[src/rtl/spi_reg_bank.sv]
// -----------------------------------------------------------------------------
// spi_reg_bank
//   Word-level command decoder and register bank that sits directly behind the
//   SPI slave. Each received word arrives with a one-cycle strobe. A command
//   word selects read or write and a register address. It is followed by one
//   more word: the data for a write, or a dummy word for a read. The response
//   for the next transfer is presented on o_win.
//
//   Register map (ADDR_BITS-wide address):
//     0 ID      read-only, ID_VALUE
//     1 CTRL    read/write, drives o_ctrl
//     2 SAMPLE  read-only, last i_sample seen with i_sample_vld
//     3 COUNT   read-only saturating count of i_sample_vld pulses;
//               any write clears it
//     4 STATUS  bit0 ERR (sticky), bit1 OVR (sticky), bit2 UNREAD;
//               any write clears ERR and OVR
//     5..      invalid: a read returns 0, any access sets ERR
//
//   Optional build macro: SPI_REG_BANK_PARITY_EN
//     When defined, every command word must have even parity (bit WORD_SIZE-2
//     is the parity bit). A bad command is dropped and ERR is set. When the
//     macro is undefined, the parity bit is ignored.
//
// Ports
//   i_clk         system clock
//   i_rst         asynchronous active-high reset
//   i_sce         SPI chip enable, active low (high = bus idle)
//   i_wout        word received from the SPI slave
//   i_wstb        one-cycle strobe: i_wout valid
//   o_win         response word shifted out by the SPI slave
//   i_sample      conversion result
//   i_sample_vld  one-cycle strobe: i_sample valid
//   o_ctrl        CTRL register contents
// -----------------------------------------------------------------------------
module spi_reg_bank #(
    parameter int                   WORD_SIZE = 16,
    parameter int                   ADDR_BITS = 3,
    parameter logic [WORD_SIZE-1:0] ID_VALUE  = 16'hC0DE
) (
    input  logic                 i_clk,
    input  logic                 i_rst,
    input  logic                 i_sce,
    input  logic [WORD_SIZE-1:0] i_wout,
    input  logic                 i_wstb,
    output logic [WORD_SIZE-1:0] o_win,
    input  logic [WORD_SIZE-1:0] i_sample,
    input  logic                 i_sample_vld,
    output logic [WORD_SIZE-1:0] o_ctrl
);

    typedef enum logic [1:0] {
        S_CMD   = 2'd0,
        S_WDATA = 2'd1,
        S_RDATA = 2'd2
    } state_t;

    localparam logic [ADDR_BITS-1:0] A_ID     = ADDR_BITS'(0);
    localparam logic [ADDR_BITS-1:0] A_CTRL   = ADDR_BITS'(1);
    localparam logic [ADDR_BITS-1:0] A_SAMPLE = ADDR_BITS'(2);
    localparam logic [ADDR_BITS-1:0] A_COUNT  = ADDR_BITS'(3);
    localparam logic [ADDR_BITS-1:0] A_STATUS = ADDR_BITS'(4);

    // -------------------------------------------------------------------------
    // Helpers
    // -------------------------------------------------------------------------
    function automatic logic [WORD_SIZE-1:0] status_word(
        input logic unread,
        input logic ovr,
        input logic err
    );
        return WORD_SIZE'({unread, ovr, err});
    endfunction

    function automatic logic [WORD_SIZE-1:0] sat_inc(
        input logic [WORD_SIZE-1:0] v
    );
        return (v == '1) ? v : v + WORD_SIZE'(1);
    endfunction

    // -------------------------------------------------------------------------
    // State
    // -------------------------------------------------------------------------
    state_t                 state, state_nxt;
    logic [ADDR_BITS-1:0]   addr_q, addr_nxt;
    logic [WORD_SIZE-1:0]   sample_q, sample_nxt;
    logic [WORD_SIZE-1:0]   count_q, count_nxt;
    logic                   err_q, err_nxt;
    logic                   ovr_q, ovr_nxt;
    logic                   unread_q, unread_nxt;
    logic                   sce_q;
    logic [WORD_SIZE-1:0]   win_nxt;
    logic [WORD_SIZE-1:0]   ctrl_nxt;

    // Command word fields
    logic                   cmd_wr;
    logic [ADDR_BITS-1:0]   cmd_addr;
    logic                   cmd_invalid;
    logic                   parity_ok;
    logic                   sce_rise;
    logic                   abort;
    logic [WORD_SIZE-1:0]   rd_val;

    assign cmd_wr      = i_wout[WORD_SIZE-1];
    assign cmd_addr    = i_wout[ADDR_BITS-1:0];
    assign cmd_invalid = (cmd_addr > A_STATUS);

`ifdef SPI_REG_BANK_PARITY_EN
    // Even parity across the whole command word.
    assign parity_ok = ~(^i_wout);
`else
    assign parity_ok = 1'b1;
`endif

    // Bus going idle in the middle of a two-word transaction kills it. The
    // edge is used rather than the level so that a command arriving while the
    // bus is still idle is not aborted on the following cycle.
    assign sce_rise = i_sce & ~sce_q;
    assign abort    = sce_rise && (state != S_CMD);

    // Read mux, using register values from before this cycle's updates
    always_comb begin
        rd_val = '0;
        case (cmd_addr)
            A_ID:     rd_val = ID_VALUE;
            A_CTRL:   rd_val = o_ctrl;
            A_SAMPLE: rd_val = sample_q;
            A_COUNT:  rd_val = count_q;
            A_STATUS: rd_val = status_word(unread_q, ovr_q, err_q);
            default:  rd_val = '0;
        endcase
    end

    // -------------------------------------------------------------------------
    // Next-state and register-update logic
    // -------------------------------------------------------------------------
    always_comb begin
        logic cnt_clr;

        state_nxt  = state;
        addr_nxt   = addr_q;
        sample_nxt = sample_q;
        count_nxt  = count_q;
        err_nxt    = err_q;
        ovr_nxt    = ovr_q;
        unread_nxt = unread_q;
        win_nxt    = o_win;
        ctrl_nxt   = o_ctrl;
        cnt_clr    = 1'b0;

        if (abort) begin
            state_nxt = S_CMD;
            err_nxt   = 1'b1;
        end else if (i_wstb) begin
            case (state)
                S_CMD: begin
                    if (!parity_ok) begin
                        err_nxt = 1'b1;
                    end else if (cmd_wr) begin
                        state_nxt = S_WDATA;
                        addr_nxt  = cmd_addr;
                        win_nxt   = i_wout;
                    end else begin
                        state_nxt = S_RDATA;
                        win_nxt   = rd_val;
                        if (cmd_invalid)
                            err_nxt = 1'b1;
                        if (cmd_addr == A_SAMPLE)
                            unread_nxt = 1'b0;
                    end
                end
                S_WDATA: begin
                    state_nxt = S_CMD;
                    case (addr_q)
                        A_CTRL:   ctrl_nxt = i_wout;
                        A_COUNT:  cnt_clr  = 1'b1;
                        A_STATUS: begin
                            err_nxt = 1'b0;
                            ovr_nxt = 1'b0;
                        end
                        A_ID, A_SAMPLE: ;
                        default:  err_nxt  = 1'b1;
                    endcase
                end
                S_RDATA: state_nxt = S_CMD;
                default: state_nxt = S_CMD;
            endcase
        end

        // Sample capture comes after the bus side, so a new sample wins over
        // a SAMPLE-read clear of UNREAD or a STATUS-write clear of OVR.
        if (i_sample_vld) begin
            sample_nxt = i_sample;
            count_nxt  = sat_inc(count_q);
            unread_nxt = 1'b1;
            if (unread_q)
                ovr_nxt = 1'b1;
        end

        // A COUNT clear wins over a simultaneous increment.
        if (cnt_clr)
            count_nxt = '0;

        // In S_CMD the response is STATUS. It is reloaded only after a strobe
        // or while the bus is idle, so it never changes mid-word.
        if ((state_nxt == S_CMD) && (i_sce || i_wstb))
            win_nxt = status_word(unread_nxt, ovr_nxt, err_nxt);
    end

    // -------------------------------------------------------------------------
    // FSM state register
    // -------------------------------------------------------------------------
    always_ff @(posedge i_clk or posedge i_rst) begin
        if (i_rst)
            state <= S_CMD;
        else
            state <= state_nxt;
    end

    // -------------------------------------------------------------------------
    // Register bank and response word
    // -------------------------------------------------------------------------
    always_ff @(posedge i_clk or posedge i_rst) begin
        if (i_rst) begin
            addr_q   <= '0;
            sample_q <= '0;
            count_q  <= '0;
            err_q    <= 1'b0;
            ovr_q    <= 1'b0;
            unread_q <= 1'b0;
            sce_q    <= 1'b1;   // treat the bus as idle out of reset
            o_win    <= '0;
            o_ctrl   <= '0;
        end else begin
            addr_q   <= addr_nxt;
            sample_q <= sample_nxt;
            count_q  <= count_nxt;
            err_q    <= err_nxt;
            ovr_q    <= ovr_nxt;
            unread_q <= unread_nxt;
            sce_q    <= i_sce;
            o_win    <= win_nxt;
            o_ctrl   <= ctrl_nxt;
        end
    end

endmodule
[config.mk]
export PLATFORM = sky130hd
export DESIGN_NAME = spi_reg_bank
export DESIGN_NICKNAME = d
export VERILOG_FILES = /design/src/rtl/spi_reg_bank.sv
export SDC_FILE = /design/constraint.sdc
export NUM_CORES = 1
export LEC_CHECK = 0
export ABC_AREA = 1
export CAP_MARGIN = 20
export CORE_ASPECT_RATIO = 0.5
export CORE_MARGIN = 1.5
export CORE_UTILIZATION = 30
export DETAILED_ROUTE_END_ITERATION = 10
export DONT_BUFFER_PORTS = 1
export PLACE_DENSITY = 0.49
export SLEW_MARGIN = 30
export SYNTH_ARGS = -nofsm -noshare
export SYNTH_HDL_FRONTEND = slang
export SYNTH_SLANG_ARGS = --single-unit
[constraint.sdc]
create_clock -name i_clk -period 3 [get_ports i_clk]
set_input_delay 0.9 -clock i_clk [delete_from_list [all_inputs] [get_ports i_clk]]
set_output_delay 0.9 -clock i_clk [all_outputs]
set_load 0.01 [all_outputs]
==> results of run 1 <==
==> worst max-delay path by stage <==
stage | slack [ns] | cells after the start | endpoint
after floorplan | 0.25 | 1 | addr_q[0]$_DFFE_PP0P_
after global placement | 0.80 | 9 | o_win[9]$_DFFE_PP0P_
after detailed placement | 0.76 | 9 | o_win[13]$_DFFE_PP0P_
after CTS | 0.95 | 10 | count_q[8]$_DFFE_PP0P_
after global routing | 0.80 | 10 | count_q[11]$_DFFE_PP0P_
final | 0.96 | 10 | count_q[8]$_DFFE_PP0P_
==> metrics by stage <==
stage	utilization [%]	std cells	hold WS, ns	instance area (um2)
after global placement	32.34	665	0.4572	4108
after detailed placement	32.34	665	0.4607	4108
final	34.95	681	0.4757	4438
after global routing	34.95	681	0.5017	4438
after CTS	34.95	681	0.4752	4438
after floorplan	-	504	0.4420	3924
==> flip-flops by register name, indices dropped and copies added (netlist names) <==
name and cells:
sample_q 16, unread_q 1, sce_q 1, o_ctrl 16, addr_q 3, state 2
o_win 16, ovr_q 1, count_q 16, err_q 1
==> worst reg2reg max path, delay by kind of cell, from the launching register on <==
family	cells	cell delay [ns]
AOI/OAI and AO/OA	1	0.54
adders and majority gates	1	0.30
buffers and inverters	2	0.24
and+or+nand+nor	6	0.45
DFF	1	0.45
==> per-layer routing <==
metal | vias up | wire length [um]
li1 | 1627 | -
met1 | 1561 | 5438
met2 | 64 | 4810
met3 | 9 | 593
met4 | 0 | 117
met5 | - | 0
==> where the power goes <==
part	switching [mW]	leakage, nW	internal [mW]
combinational	0.315	1.05	0.221
sequential	0.307	0.927	1.21
clock	0.422	0.162	0.771
==> layout make-up <==
cell class,instances,area (um2)
multi-input combinational,374,1836
tap,170,212.7
timing repair buffer,5,62.56
inverter,43,168.9
clock inverter,5,77.57
clock buffer,11,252.7
sequential,73,1828
fill,1328,8262
==> cells in the mapped netlist (7+ instances only) <==
master	n
dfrtp_1	72
inv_1	35
mux2_2	9
mux2i_1	7
nand2_1	196
nand3_1	36
nand4_1	15
nor2_1	32
o21ai_0	34
o21ai_2	9
==> cells by family (layout without fill, tap and decap cells) <==
family	after synthesis	count (layout)
compound gates	54	54
buf+inv	57	64
simple gates	295	295
xor+xnor	6	6
flops	73	73
fa+ha+maj	1	1
mux	18	18
==> metrics.yaml, run 1 <==
route:
  post_drt_wl_per_cell_um: 16.09
  detail_route.first_pass.iterations: 4
  vias: 3261
  wl_um: 10960
  drt_iter0_markers: 249
  ant_nets: 0
  drc: 0
  vias_per_cell: 4.789
die:
  coreArea_um2: 12700
  die_x_um: 164.7
  row_count: 29
  num_io_pins: 69
  die_height_um: 83.87
  start_util_pct: 30.90
  dieArea_um2: 13820
clock_tree:
  clk_pin_slew_ns: 0.06
  cts_setup_buffers: 0
  htreeDepth: 3
  clk_path_buf_depth: 2
  cts_resized: 0
  root_buffer: "clkbuf_16"
  clk_latency_ns: 0.34
  cts_hold_buf: 0
  cts_tree: "built"
  cts_sinks: 73
  cts_buffers: 9
synthesis:
  ys_types: 34
  synth_compound_gate_area_share_pct: 8.099
  yosys.area_share.simple_pct: 32.08
  synth-xor-area-share_pct: 1.339
  async_reset_ff_share_pct: 100.0
  synth_seq_cells: 73
  synth_edf_count: 0
  syn_area_um2: 3924
  syn-num-nets: 542
  ys_top_cells_by_area: "dfrtp_1 46%, nand2_1 19%, nand3_1 4.6%"
  synthDominantCellAreaShare_pct: 45.92
  muxShareOfSynthArea_pct: 4.943
  yosysSeqAreaShare_pct: 46.59
  yosysTopAreaCell: "dfrtp_1"
  synth_cells: 504
  yosys_warnings: 0
  ys.flop_type: "dfrtp_1"
  syn_avg_cell_area_um2: 7.785
  synth_fa_ha_area_share_pct: 0.3189
  synth_top_family_by_area: "simple AND/OR/NAND/NOR gates"
setup_path:
  critical_path.startpoint: "count_q[0]$_DFFE_PP0P_"
  rrSetupSlack_ns: 0.96
  crit_buf_inv: 2
  crit_chain: "ha_1 > inv_1 > nor2_2 > nand2_2 > nor2_2 > a21oi_2 > clkinv_4 > nand2_8 > nand2_1 > nand2_1"
  cp_slowest_cell: "a21oi_2"
  r2r-start: "count_q[0]$_DFFE_PP0P_"
  start_kind: "flip-flop"
  critPathCaptureType: "flip-flop"
  critPathTopFamily: "compound AO/OA/AOI/OAI gates"
  worstPathMaxFanout: 11
  slowest_delay_ns: 0.54
  crit_required_ns: 3.27
  worst_ep_arrival_time_ns: 2.31
  worstRegToRegCells: 10
  path_class: "flip-flop to flip-flop"
  r2r-end: "count_q[8]$_DFFE_PP0P_"
timing:
  finalWorstSetupSlack_ns: 0.9570
  fmaxAchievable_mhz: 489.5
  fin_tns_setup_ns: 0
  finalSetupViolations: 0
  skew_ns: 0.008778
  drv_slew: 0
  hold_viol: 0
  slew_headroom_pct: 51.05
  worst_pin_slew_ns: 0.7332
  fin_crit_sh_pct: 68.10
  rsz0062_at_grt: "false"
  final.min_clock_period_ns: 2.043
global_route:
  use_met1_pct: 24.46
  grt_busiest_layer: "met2"
  grt_pass1_vias: 3354
  use_met2_pct: 26.20
  grt_pass1_wl_um: 18260
  use_met3_pct: 4.421
  antenna_found_initial: 0
  grt_start_max_net_pins: 32
  grt_use_total_pct: 17.41
  overflow: 0
hold_path:
  hold_start: "sample_q[9]$_DFFE_PP0P_"
  holdCritPathClass: "flip-flop to flip-flop"
  holdPathStages: 2
  whs_endpoint: "sample_q[9]$_DFFE_PP0P_"
final_layout:
  final_nets: 544
  syn2layout_area_growth_pct: 13.11
  final_common_cell: "nand2_1"
  final_cell_mix: "196 x nand2_1, 72 x dfrtp_1, 36 x nand3_1, 34 x inv_1, 34 x o21ai_0"
  drive_gt1_share_pct: 12.72
  num_antenna_cells: 0
pwr:
  p_total_mw: 3.247
  leakagePower_nw: 2.136
  power.density_nw_per_um2: 731.7
  ir_drop_mv: 0.3091
job:
  drv_cap: 0
placement:
  gp_congestion: 0.8891
  hpwl_um: 8147
  io_buffers: 0
  pre_cts_slack_ns: 0.7617
outcome:
  outcome: "finished clean"
(Power assumes the default switching activity.)
==> run 2: changes to the inputs <==
- PLACE_DENSITY: 0.49 -> 0.5
- clock period: 3 -> 1.6 ns (I/O delays scaled with it)
==> metrics.yaml, run 2 (synthesis results as in run 1) <==
pwr:
  ir_drop_mv: 0.5810
  pwr-share-clk_pct: 36.2
  p_total_mw: 6.430
  switchingPower_mw: 2.037
  leakagePower_nw: 2.348
  switching_share_pct: 31.69
  power.density_nw_per_um2: 1332
  p_seq_share_pct: 43.2
  p_int_mw: 4.392
  p_comb_share_pct: 20.6
die:
  start_util_pct: 30.90
  num_io_pins: 69
  die_height_um: 83.87
  dieArea_um2: 13820
  die_x_um: 164.7
  coreArea_um2: 12700
  row_count: 29
final_layout:
  fin_cells: 721
  final_nets: 584
  final_cell_mix: "193 x nand2_1, 72 x dfrtp_1, 37 x buf_4, 36 x nand3_1, 34 x o21ai_0"
  n_fill_cell: 1338
  drive_gt1_share_pct: 21.05
  final_common_cell: "nand2_1"
  syn2layout_area_growth_pct: 23.05
  num_antenna_cells: 0
global_route:
  grt_start_max_net_pins: 74
  overflow: 0
  grt_pass1_wl_um: 18340
  antenna_found_initial: 0
  grt_pass1_vias: 3435
  grt_use_total_pct: 17.58
setup_path:
  crit_buf_inv: 1
  worstPathMaxFanout: 7
  worst_ep_arrival_time_ns: 1.75
  start_kind: "flip-flop"
  critPathCaptureType: "flip-flop"
  r2r-start: "sce_q$_DFF_PP1_"
  slowest_delay_ns: 0.53
  crit_chain: "nor2_2 > nand2_2 > nand4_1 > buf_6 > mux2_4"
  critical_path.startpoint: "sce_q$_DFF_PP1_"
  path_class: "flip-flop to flip-flop"
  crit_required_ns: 1.82
  cp_slowest_cell: "dfstp_2"
  critPathTopFamily: "flip-flops"
clock_tree:
  clk_pin_slew_ns: 0.06
  htreeDepth: 3
  root_buffer: "clkbuf_16"
  clk_path_buf_depth: 2
  cts_tree: "built"
  cts_sinks: 73
  clk_latency_ns: 0.34
  cts_buffers: 9
placement:
  dp_cells: 702
  pre_cts_slack_ns: -0.0008517
  hpwl_um: 8191
  gp_congestion: 0.8297
  io_buffers: 0
hold_path:
  holdCritPathClass: "input pin to async pin"
timing:
  finalSetupViolations: 0
  slew_headroom_pct: 72.04
  fin_crit_sh_pct: 95.69
  hold_viol: 0
  final.min_clock_period_ns: 1.531
  rsz0062_at_grt: "true"
  fmaxAchievable_mhz: 653.1
  finalWorstSetupSlack_ns: 0.06894
  drv_slew: 0
  worst_pin_slew_ns: 0.4194
  skew_ns: 0.006639
route:
  ant_nets: 0
  detail_route.first_pass.iterations: 5
  vias_per_cell: 4.759
  post_drt_wl_per_cell_um: 15.64
  wl_um: 11280
  vias: 3431
  drc: 0
  drt_iter0_markers: 265
outcome:
  outcome: "finished clean"
job:
  drv_cap: 0
-- run 2: layout make-up --
class | count | area (um2) | share of cell area [%]
clock buffer | 9 | 225.2 | 4.664
clock inverter | 7 | 118.9 | 2.462
inverter | 43 | 177.7 | 3.680
multi-input combinational | 374 | 1886 | 39.05
sequential | 73 | 1828 | 37.86
tap | 170 | 212.7 | 4.405
timing repair buffer | 44 | 374.1 | 7.748
timing repair inverter | 1 | 6.256 | 0.1296
-- run 2: what timing repair did --
action                                  in CTS  in global routing
endpoints found under the setup margin       1                 44
hold buffers                                 0                  0
resized for setup                            3                 21
pin swaps                                    1                  9
gates cloned                                 0                  2
setup buffers                                1                  1
-- run 2: worst register-to-register path: cells and delay by family (launching register included) --
kind / cells / cell delay [ns]
buffers and inverters: 1 / 0.23
DFF: 1 / 0.53
muxes: 1 / 0.29
and+or+nand+nor: 3 / 0.36
-- run 2: per-layer routing --
layer	vias to the layer above	global-route usage, %	routed length (um)
li1	1711	-	-
met1	1654	25.49	5736
met2	55	25.94	4979
met3	11	4.223	449
met4	0	4.750	112
met5	-	0	0
-- run 2: final timing paths --
check                                           end  slack [ns]  cells after the start
max                          o_ctrl[11]$_DFFE_PP0P_        0.07                      5
min                           addr_q[0]$_DFFE_PP0P_        0.10                      2
max reg2reg                  o_ctrl[11]$_DFFE_PP0P_        0.07                      5
min reg2reg                sample_q[10]$_DFFE_PP0P_        0.47                      2
max in group asynchronous           sce_q$_DFF_PP1_        1.11                      2
min in group i_clk                  sce_q$_DFF_PP1_        0.14                      0
-- run 2: through the flow --
step	hold slack, ns	utilization, %	cell area, um2	TNS (ns)
2_1_floorplan	0.4420	-	3928	0
3_3_place_gp	0.4573	34.66	4402	-0.07675
3_5_place_dp	0.4613	34.66	4402	-0.0008517
4_1_cts	0.1268	37.51	4763	0
5_1_grt	0.1149	38.02	4828	-0.02600
6_report	0.1039	38.02	4828	0
-- run 2: power groups by stage --
stage	Combinational (mW)	Sequential, mW	Clock, mW
4_1_cts	1.26	2.78	2.40
5_1_grt	1.51	2.84	2.48
3_3_place_gp	1.24	2.80	0
6_report	1.32	2.78	2.33
2_1_floorplan	0.839	2.71	0
3_5_place_dp	1.25	2.80	0
